$ cat config.mk
export PLATFORM = sky130hd
export DESIGN_NAME = acc_op_seq
export DESIGN_NICKNAME = d
export VERILOG_FILES = /design/src/rtl/acc_op_seq.sv
export SDC_FILE = /design/constraint.sdc
export NUM_CORES = 1
export LEC_CHECK = 0
export ABC_CLOCK_PERIOD_IN_PS = 2820
export BUFFER_PORTS_ARGS = -buffer_cell sky130_fd_sc_hd__buf_2
export CORE_UTILIZATION = 59
export CTS_CLUSTER_SIZE = 20
export DETAILED_ROUTE_END_ITERATION = 16
export GPL_ROUTABILITY_DRIVEN = 0
export GPL_TIMING_DRIVEN = 0
export PLACE_DENSITY = 0.79
export SETUP_SLACK_MARGIN = 0.02
export SYNTH_ARGS = -nofsm -noshare
export SYNTH_HDL_FRONTEND = slang
export SYNTH_SLANG_ARGS = --single-unit
export TNS_END_PERCENT = 30
$ cat constraint.sdc
create_clock -name clk -period 2.82 [get_ports clk]
set_input_delay 0.564 -clock clk [delete_from_list [all_inputs] [get_ports clk]]
set_output_delay 0.564 -clock clk [all_outputs]
set_load 0.005 [all_outputs]
$ cat src/rtl/acc_op_seq.sv
// acc_op_seq: buffers a short {ctrl, b} program and replays it into the accumulator, once or looping.
module acc_op_seq #(
    parameter int          DEPTH    = 8,
    parameter int          AW       = 3,
    parameter logic [4:0]  NOP_CTRL = 5'b11111
) (
    input  logic          clk,
    input  logic          rst_n,
    input  logic          wr_en,
    input  logic [4:0]    wr_ctrl,
    input  logic [3:0]    wr_b,
    input  logic          clr,
    input  logic          start,
    input  logic          loop_en,
    input  logic          stop,
    output logic [4:0]    ctrl,
    output logic [3:0]    b,
    output logic          issue,
    output logic          busy,
    output logic          done,
    output logic          full,
    output logic [AW:0]   len
);
    typedef enum logic [1:0] {IDLE, RUN, DONE} state_t;

    state_t        state_q, state_d;
    logic [AW:0]   len_q, len_d;
    logic [AW-1:0] rd_ptr_q, rd_ptr_d;
    logic          loop_q, loop_d;
    logic          full_q, full_d;
    logic [4:0]    ctrl_q, ctrl_d;
    logic [3:0]    b_q, b_d;
    logic          issue_q, issue_d;
    logic          wr_go;
    logic          last;
    logic [8:0]    mem_q [DEPTH];

    always_comb begin
        state_d  = state_q;
        len_d    = len_q;
        rd_ptr_d = rd_ptr_q;
        loop_d   = loop_q;
        ctrl_d   = NOP_CTRL;
        b_d      = '0;
        issue_d  = 1'b0;
        wr_go    = 1'b0;
        last     = {1'b0, rd_ptr_q} == len_q - (AW+1)'(1);
        case (state_q)
            IDLE, DONE: begin
                state_d = IDLE;
                if (clr)
                    len_d = '0;
                else if (wr_en && !full_q) begin
                    wr_go = 1'b1;
                    len_d = len_q + (AW+1)'(1);
                end
                // entry 0 is read from the old contents; an append never touches it when len != 0
                if (start && len_q != '0) begin
                    state_d  = RUN;
                    loop_d   = loop_en;
                    rd_ptr_d = '0;
                    {ctrl_d, b_d} = mem_q[rd_ptr_d];
                    issue_d  = 1'b1;
                end
            end
            RUN: begin
                if (stop || (last && !loop_q))
                    state_d = DONE;
                else begin
                    rd_ptr_d = last ? '0 : rd_ptr_q + AW'(1);
                    {ctrl_d, b_d} = mem_q[rd_ptr_d];
                    issue_d  = 1'b1;
                end
            end
            default: state_d = IDLE;
        endcase
        full_d = len_d == (AW+1)'(DEPTH);
    end

    always_ff @(posedge clk) begin
        if (!rst_n) begin
            state_q  <= IDLE;
            len_q    <= '0;
            rd_ptr_q <= '0;
            loop_q   <= 1'b0;
            full_q   <= 1'b0;
            ctrl_q   <= NOP_CTRL;
            b_q      <= '0;
            issue_q  <= 1'b0;
        end else begin
            state_q  <= state_d;
            len_q    <= len_d;
            rd_ptr_q <= rd_ptr_d;
            loop_q   <= loop_d;
            full_q   <= full_d;
            ctrl_q   <= ctrl_d;
            b_q      <= b_d;
            issue_q  <= issue_d;
        end
    end

    always_ff @(posedge clk) begin
        if (rst_n && wr_go)
            mem_q[len_q[AW-1:0]] <= {wr_ctrl, wr_b};
    end

    assign ctrl  = ctrl_q;
    assign b     = b_q;
    assign issue = issue_q;
    assign busy  = state_q == RUN;
    assign done  = state_q == DONE;
    assign full  = full_q;
    assign len   = len_q;
endmodule

* Word level (Yosys, flattened, before mapping)
Memories as Yosys holds them, arrays and structs flattened.
Index checks and enable logic that the tools add are counted.
** Storage, ports and cells
- Register bits after elaboration :: 21
- Memory bits (writable) :: 72
- Input port bits :: 16
- Output and inout port bits :: 17
- Word-level logic and storage cells :: 56
- Memories kept :: 1
** Memory list
- mem_q :: words 8, bits a word 9, rd ports 2, clocked after Yosys merged registers in 0, write ports 1, RTL line 36 : logic [8:0] mem_q [DEPTH];
** Cells by class
- $add $sub $neg :: 3
- Equal/unequal tests :: 7
- Mux-type cells :: 24
- Reductions and logical operators :: 13
** Operators with widths (number)
- 2-to-1 mux 4 bit :: 5
- 2-to-1 mux 5 bit :: 2
- one-hot mux 5 bit (2 select lines) :: 1
- 2-to-1 mux 3 bit :: 3
- 2-to-1 mux 1 bit :: 8
- one-hot mux 4 bit (2 select lines) :: 1
- one-hot mux 3 bit (2 select lines) :: 1
- adder 4 x 1 -> 4 bit (second input constant) :: 1
- equality test 3 x 4 -> 1 bit :: 1
- equality test 4 bit (second input constant) :: 1
- logical AND 1 bit :: 4
- inequality test 2 bit (second input constant) :: 2
- one-hot mux 2 bit (2 select lines) :: 1
- nonzero test 4 bit :: 1
- subtractor 4 x 1 -> 4 bit (second input constant) :: 1
- adder 3 x 1 -> 3 bit (second input constant) :: 1
- AND reduction 3 bit :: 1
- equality test 2 x 1 -> 1 bit (second input constant) :: 1
- equality test 2 bit (second input constant) :: 1
- zero test 1 bit :: 2
- zero test 2 bit :: 1
- 2-to-1 mux 2 bit :: 1
- inequality test 2 x 1 -> 1 bit (second input constant) :: 1
- one-hot mux 1 bit (2 select lines) :: 1
- 4 further kinds :: 4

* Longest topological paths before layout
- Depth after elaboration :: 8
- Mapped depth :: 11
- Depth with buffers taken out :: 8

* Worst setup path before layout
No wires, ideal clock.
- Path kind :: register -> register
- Start :: reg len_q[0] (netlist: len[0])
- End :: reg b_q[0] (netlist: b[0])
- Library setup time :: 0.087 ns
- Data arrival time :: 2.240 ns
- Required time :: 2.733 ns
- Slack :: 0.493 ns
- Cell stages (with the launch flop) :: 11
- Buffers on the path :: 2
- Clock period less this slack :: 2.327 ns
- Cells stage by stage :: dfxtp_1 > buf_4 > inv_1 > ha_1 > xor2_1 > or3_1 > buf_6 > a21o_1 > a211o_1 > a2111o_1 > o221ai_1
** Between the ends
- Word-level cells in the longest chain between the ends :: 6
- Elaborated cells between the ends (all ways) :: 11
- Those cells by class :: add/sub: 1; eq/ne: 1; mux: 4; reduce/logical: 4; memory: 1
** Ends and longest elaborated chain
- start, declared :: RTL line 27 : logic [AW:0] len_q, len_d;
- start signal, assigned :: RTL line 92 : len_q <= len_d;
- subtractor 4 x 1 -> 4 bit :: RTL line 47 : last = {1'b0, rd_ptr_q} == len_q - (AW+1)'(1);
- equality test 3 x 4 -> 1 bit :: RTL line 47
- 2-to-1 mux 3 bit / logical AND 1 bit (equally long branches) :: RTL line 70, 67
- memory (8 x 9 bit) / logical OR 1 bit (equally long branches)
- 2-to-1 mux 4 bit :: RTL line 67 : if (stop || (last && !loop_q))
- one-hot mux 4 bit (2 select lines) * :: RTL line 48 : case (state_q)
- end signal, assigned :: RTL line 88 : b_q <= '0;
- end signal, assigned :: RTL line 97 : b_q <= b_d;
- end, declared :: RTL line 32 : logic [3:0] b_q, b_d;
Mark *: on every way between the ends. The rest lies on a longest branch, timed or not.
A chain may end at the register's enable or synchronous reset.

* Final worst setup path
- Start :: reg len_q[1] (netlist: len[1])
- End :: reg b_q[0] (netlist: b[0])
The elaborated chain is that of the path after synthesis.

==> run metrics <==
worst skew pair latency=approximately 0.35 ns; Worst-Margin Slew=roughly 1.1 ns; Primary FF master, synth=edfxtp_1; via count=2,617; DRT iter0 DRCs=roughly 200; WP buf/inv=4; Multi-input gate area=between 1000 and 1500 um^2; io pins=33; die area=6910 um^2; status=completed; CP Launch Type=register; DRC=0; H-tree lvl count=3; number of synthesized flops with an enable pin=between 70 and 80; initial antenna violation count=0; synth-to-layout area growth=12.5%; syn nets=312; CP Cell Sequence=buf_2, inv_1, ha_1, xor2_1, or3_1, buf_6, a21oi_2, clkbuf_4, nor4_1, a2111o_1, o221ai_1; WL final=approximately 8400 um; yosys warns=0; Tot Pwr=approximately 0.0025 W; ys async rst share=0; total inserted antenna cells=0; total track usage=0.252; std cell rows=29; clock sink count=93; Max Clock Freq=0.370 GHz; drt first pass iters=5; Yosys top cell by area=edfxtp_1; DR WL/cell=a little under 20 um; Avg Cell Area, Syn=between 10 and 15 um^2; CP Class=reg -> reg; layout cell share with drive strength beyond 1=0.195; worst-path maximum fanout=10; Initial Util=0.612; Synth top cells by count=edfxtp_1, nor2_1, dfxtp_1, nand2_1, a21oi_1; TritonCTS buffer count=9; CTS hold repair buffers=0; global-route wire length before repair=around 13,000 um; total leakage power=between 1.5 and 2 nW; max_slew headroom=0.274; Synth cell types=48; Setup WS post-layout=between 0.1 and 0.15 ns; most frequent cell after synthesis=edfxtp_1; Final Hold Viols=0; largest net degree at the start of global routing=16; register area share after synthesis=0.665; Worst-path clk slew=roughly 0.090 ns; Critical Path Slowest Stage Cell=dfxtp_1; Detailed Place HPWL=between 5000 and 6000 um; largest delay contributor family on the critical path=buffers and inverters; Die W=a little over 80 um; Max VDD drop=0.415 mV; Fill cells=about 430; number of synthesized register bits=93; CTS tree=done; fin util=0.688; Tmin final=between 2 and 3 ns; core footprint=approximately 6300 um^2; synthesized area=around 3900 um^2; Worst path depth=11; clock tree buffer depth=2; GR Overflow Total=0; Clock Skews=between 0.01 and 0.015 ns; reg-to-reg slack, setup=around 0.12 ns; Worst EP required=around 3 ns; hold depth=1; RSZ-0062 raised after global routing=true; number of vias per cell=6.22; vias in the first global route=~2,500; DP Worst Slack=between 0.08 and 0.09 ns; worst r2r path cells=11; Antenna Violating Nets Remaining=0; register area=around 2600 um^2; part of the cycle the worst path needs=0.959; chip height=approximately 83 um; Yosys top cell area share=0.557; PortBufs=32; cell count after synthesis=approximately 290; CTS root buffer=clkbuf_8; Arrival @ worst endpoint=2.96 ns; max_cap viols=0; Power Dens Cells=about 560 nW/um^2; Critical Path End Type=register; max incr delay on CP=approximately 0.38 ns; synth top area cells=edfxtp_1, dfxtp_1, mux4_2, nor2_1, a21oi_1; fin nets=358; Final Max Slew Viols=0; Hold Path Class=in -> reg; Setup violations, final=0
## registers in the layout (all words and copies together), names as in the netlist
| register | count |
|---|---|
| mem_q | 72 |
| ctrl | 5 |
| b | 4 |
| len | 4 |
| rd_ptr_q | 3 |
| state_q | 2 |
| full | 1 |
| issue | 1 |
| loop_q | 1 |
## worst register-to-register path: cells and delay by family (launching register included)
kind | cells | cell delay, ns
adders and majority gates | 1 | 0.21
xor gates and xnor gates | 1 | 0.16
buffers and inverters | 4 | 0.74
AOI/OAI and AO/OA | 3 | 0.71
DFF | 1 | 0.38
and+or+nand+nor | 2 | 0.41
## logic make-up after synthesis
group,count (synthesis),share of synthesized area
xor gates and xnor gates,8,0.0180
buffers and inverters,25,0.0287
muxes,10,0.0419
and+or+nand+nor,84,0.107
adders and majority gates,3,0.00966
AOI/OAI and AO/OA,70,0.130
DFF,93,0.665
## area by class of cell
cell class / count / share of cell area
Timing Repair Buffer: 35 / 0.0418
Sequential cell: 93 / 0.591
Buffer: 13 / 0.0158
Multi-Input combinational cell: 175 / 0.275
Tap cell: 77 / 0.0221
Clock inverter: 5 / 0.0117
Clock buffer: 11 / 0.0324
Inverter: 12 / 0.0103
## placed cells by master, fill, tap and decap left out, types with 4 or more instances in the layout
master	synthesis	final
and2_1	6	6
mux2i_1	5	5
nor2_1	26	26
o21ai_0	14	14
clkbuf_8	0	10
buf_2	5	36
o31a_1	5	5
inv_1	11	11
xor2_1	6	6
nand2_1	20	20
nand4_1	6	6
edfxtp_1	72	72
a21oi_1	15	15
a31oi_1	6	6
buf_4	1	4
clkbuf_1	6	7
nor2b_1	8	8
dfxtp_1	21	21
mux4_2	5	5
## routing by layer
layer  wire length (um)  part of all wire  up-vias  track usage
li1                   -                 -     1199            -
met1               3580              0.43     1289        0.332
met2               4060              0.48      114        0.408
met3                555             0.066       15       0.0467
met4                173             0.021        0        0.118
met5                  0                 0        -            0
## worst paths after layout
| check | start | end |
|---|---|---|
| hold / removal | wr_ctrl[1] | mem_q[4][5]$_DFFE_PP_ |
| setup reg to reg | len[1]$_SDFF_PN0_ | b[0]$_SDFF_PN0_ |
| hold reg to reg | mem_q[0][2]$_DFFE_PP_ | b[2]$_SDFF_PN0_ |
| setup / recovery | len[1]$_SDFF_PN0_ | b[0]$_SDFF_PN0_ |
## what timing repair did
action	4_1_cts	5_1_grt
setup endpoints to repair	0	3
gates resized for setup	0	1
setup buffers	0	3
## report_power, final
part	leakage [nW]	internal, W	switching, W
Combinational	0.661	0.0000333	0.0000581
Sequential	0.818	0.00148	0.00000493
Clock	0.0984	0.000429	0.000448
Total	1.58	0.00195	0.000511
## metrics by stage
stage | TNS (ns) | hold WS (ns) | area (um^2) | instances
6_report | 0 | 0.478 | 4370 | 421
5_1_grt | -0.101 | 0.484 | 4370 | 421
4_1_cts | 0 | 0.472 | 4340 | 418
3_5_place_dp | 0 | 0.467 | 4150 | 402
3_3_place_gp | -3.43 | 0.470 | 4140 | 402
2_1_floorplan | 0 | 0.429 | 3880 | 293
No activity file was read; power rests on OpenSTA's default activity.
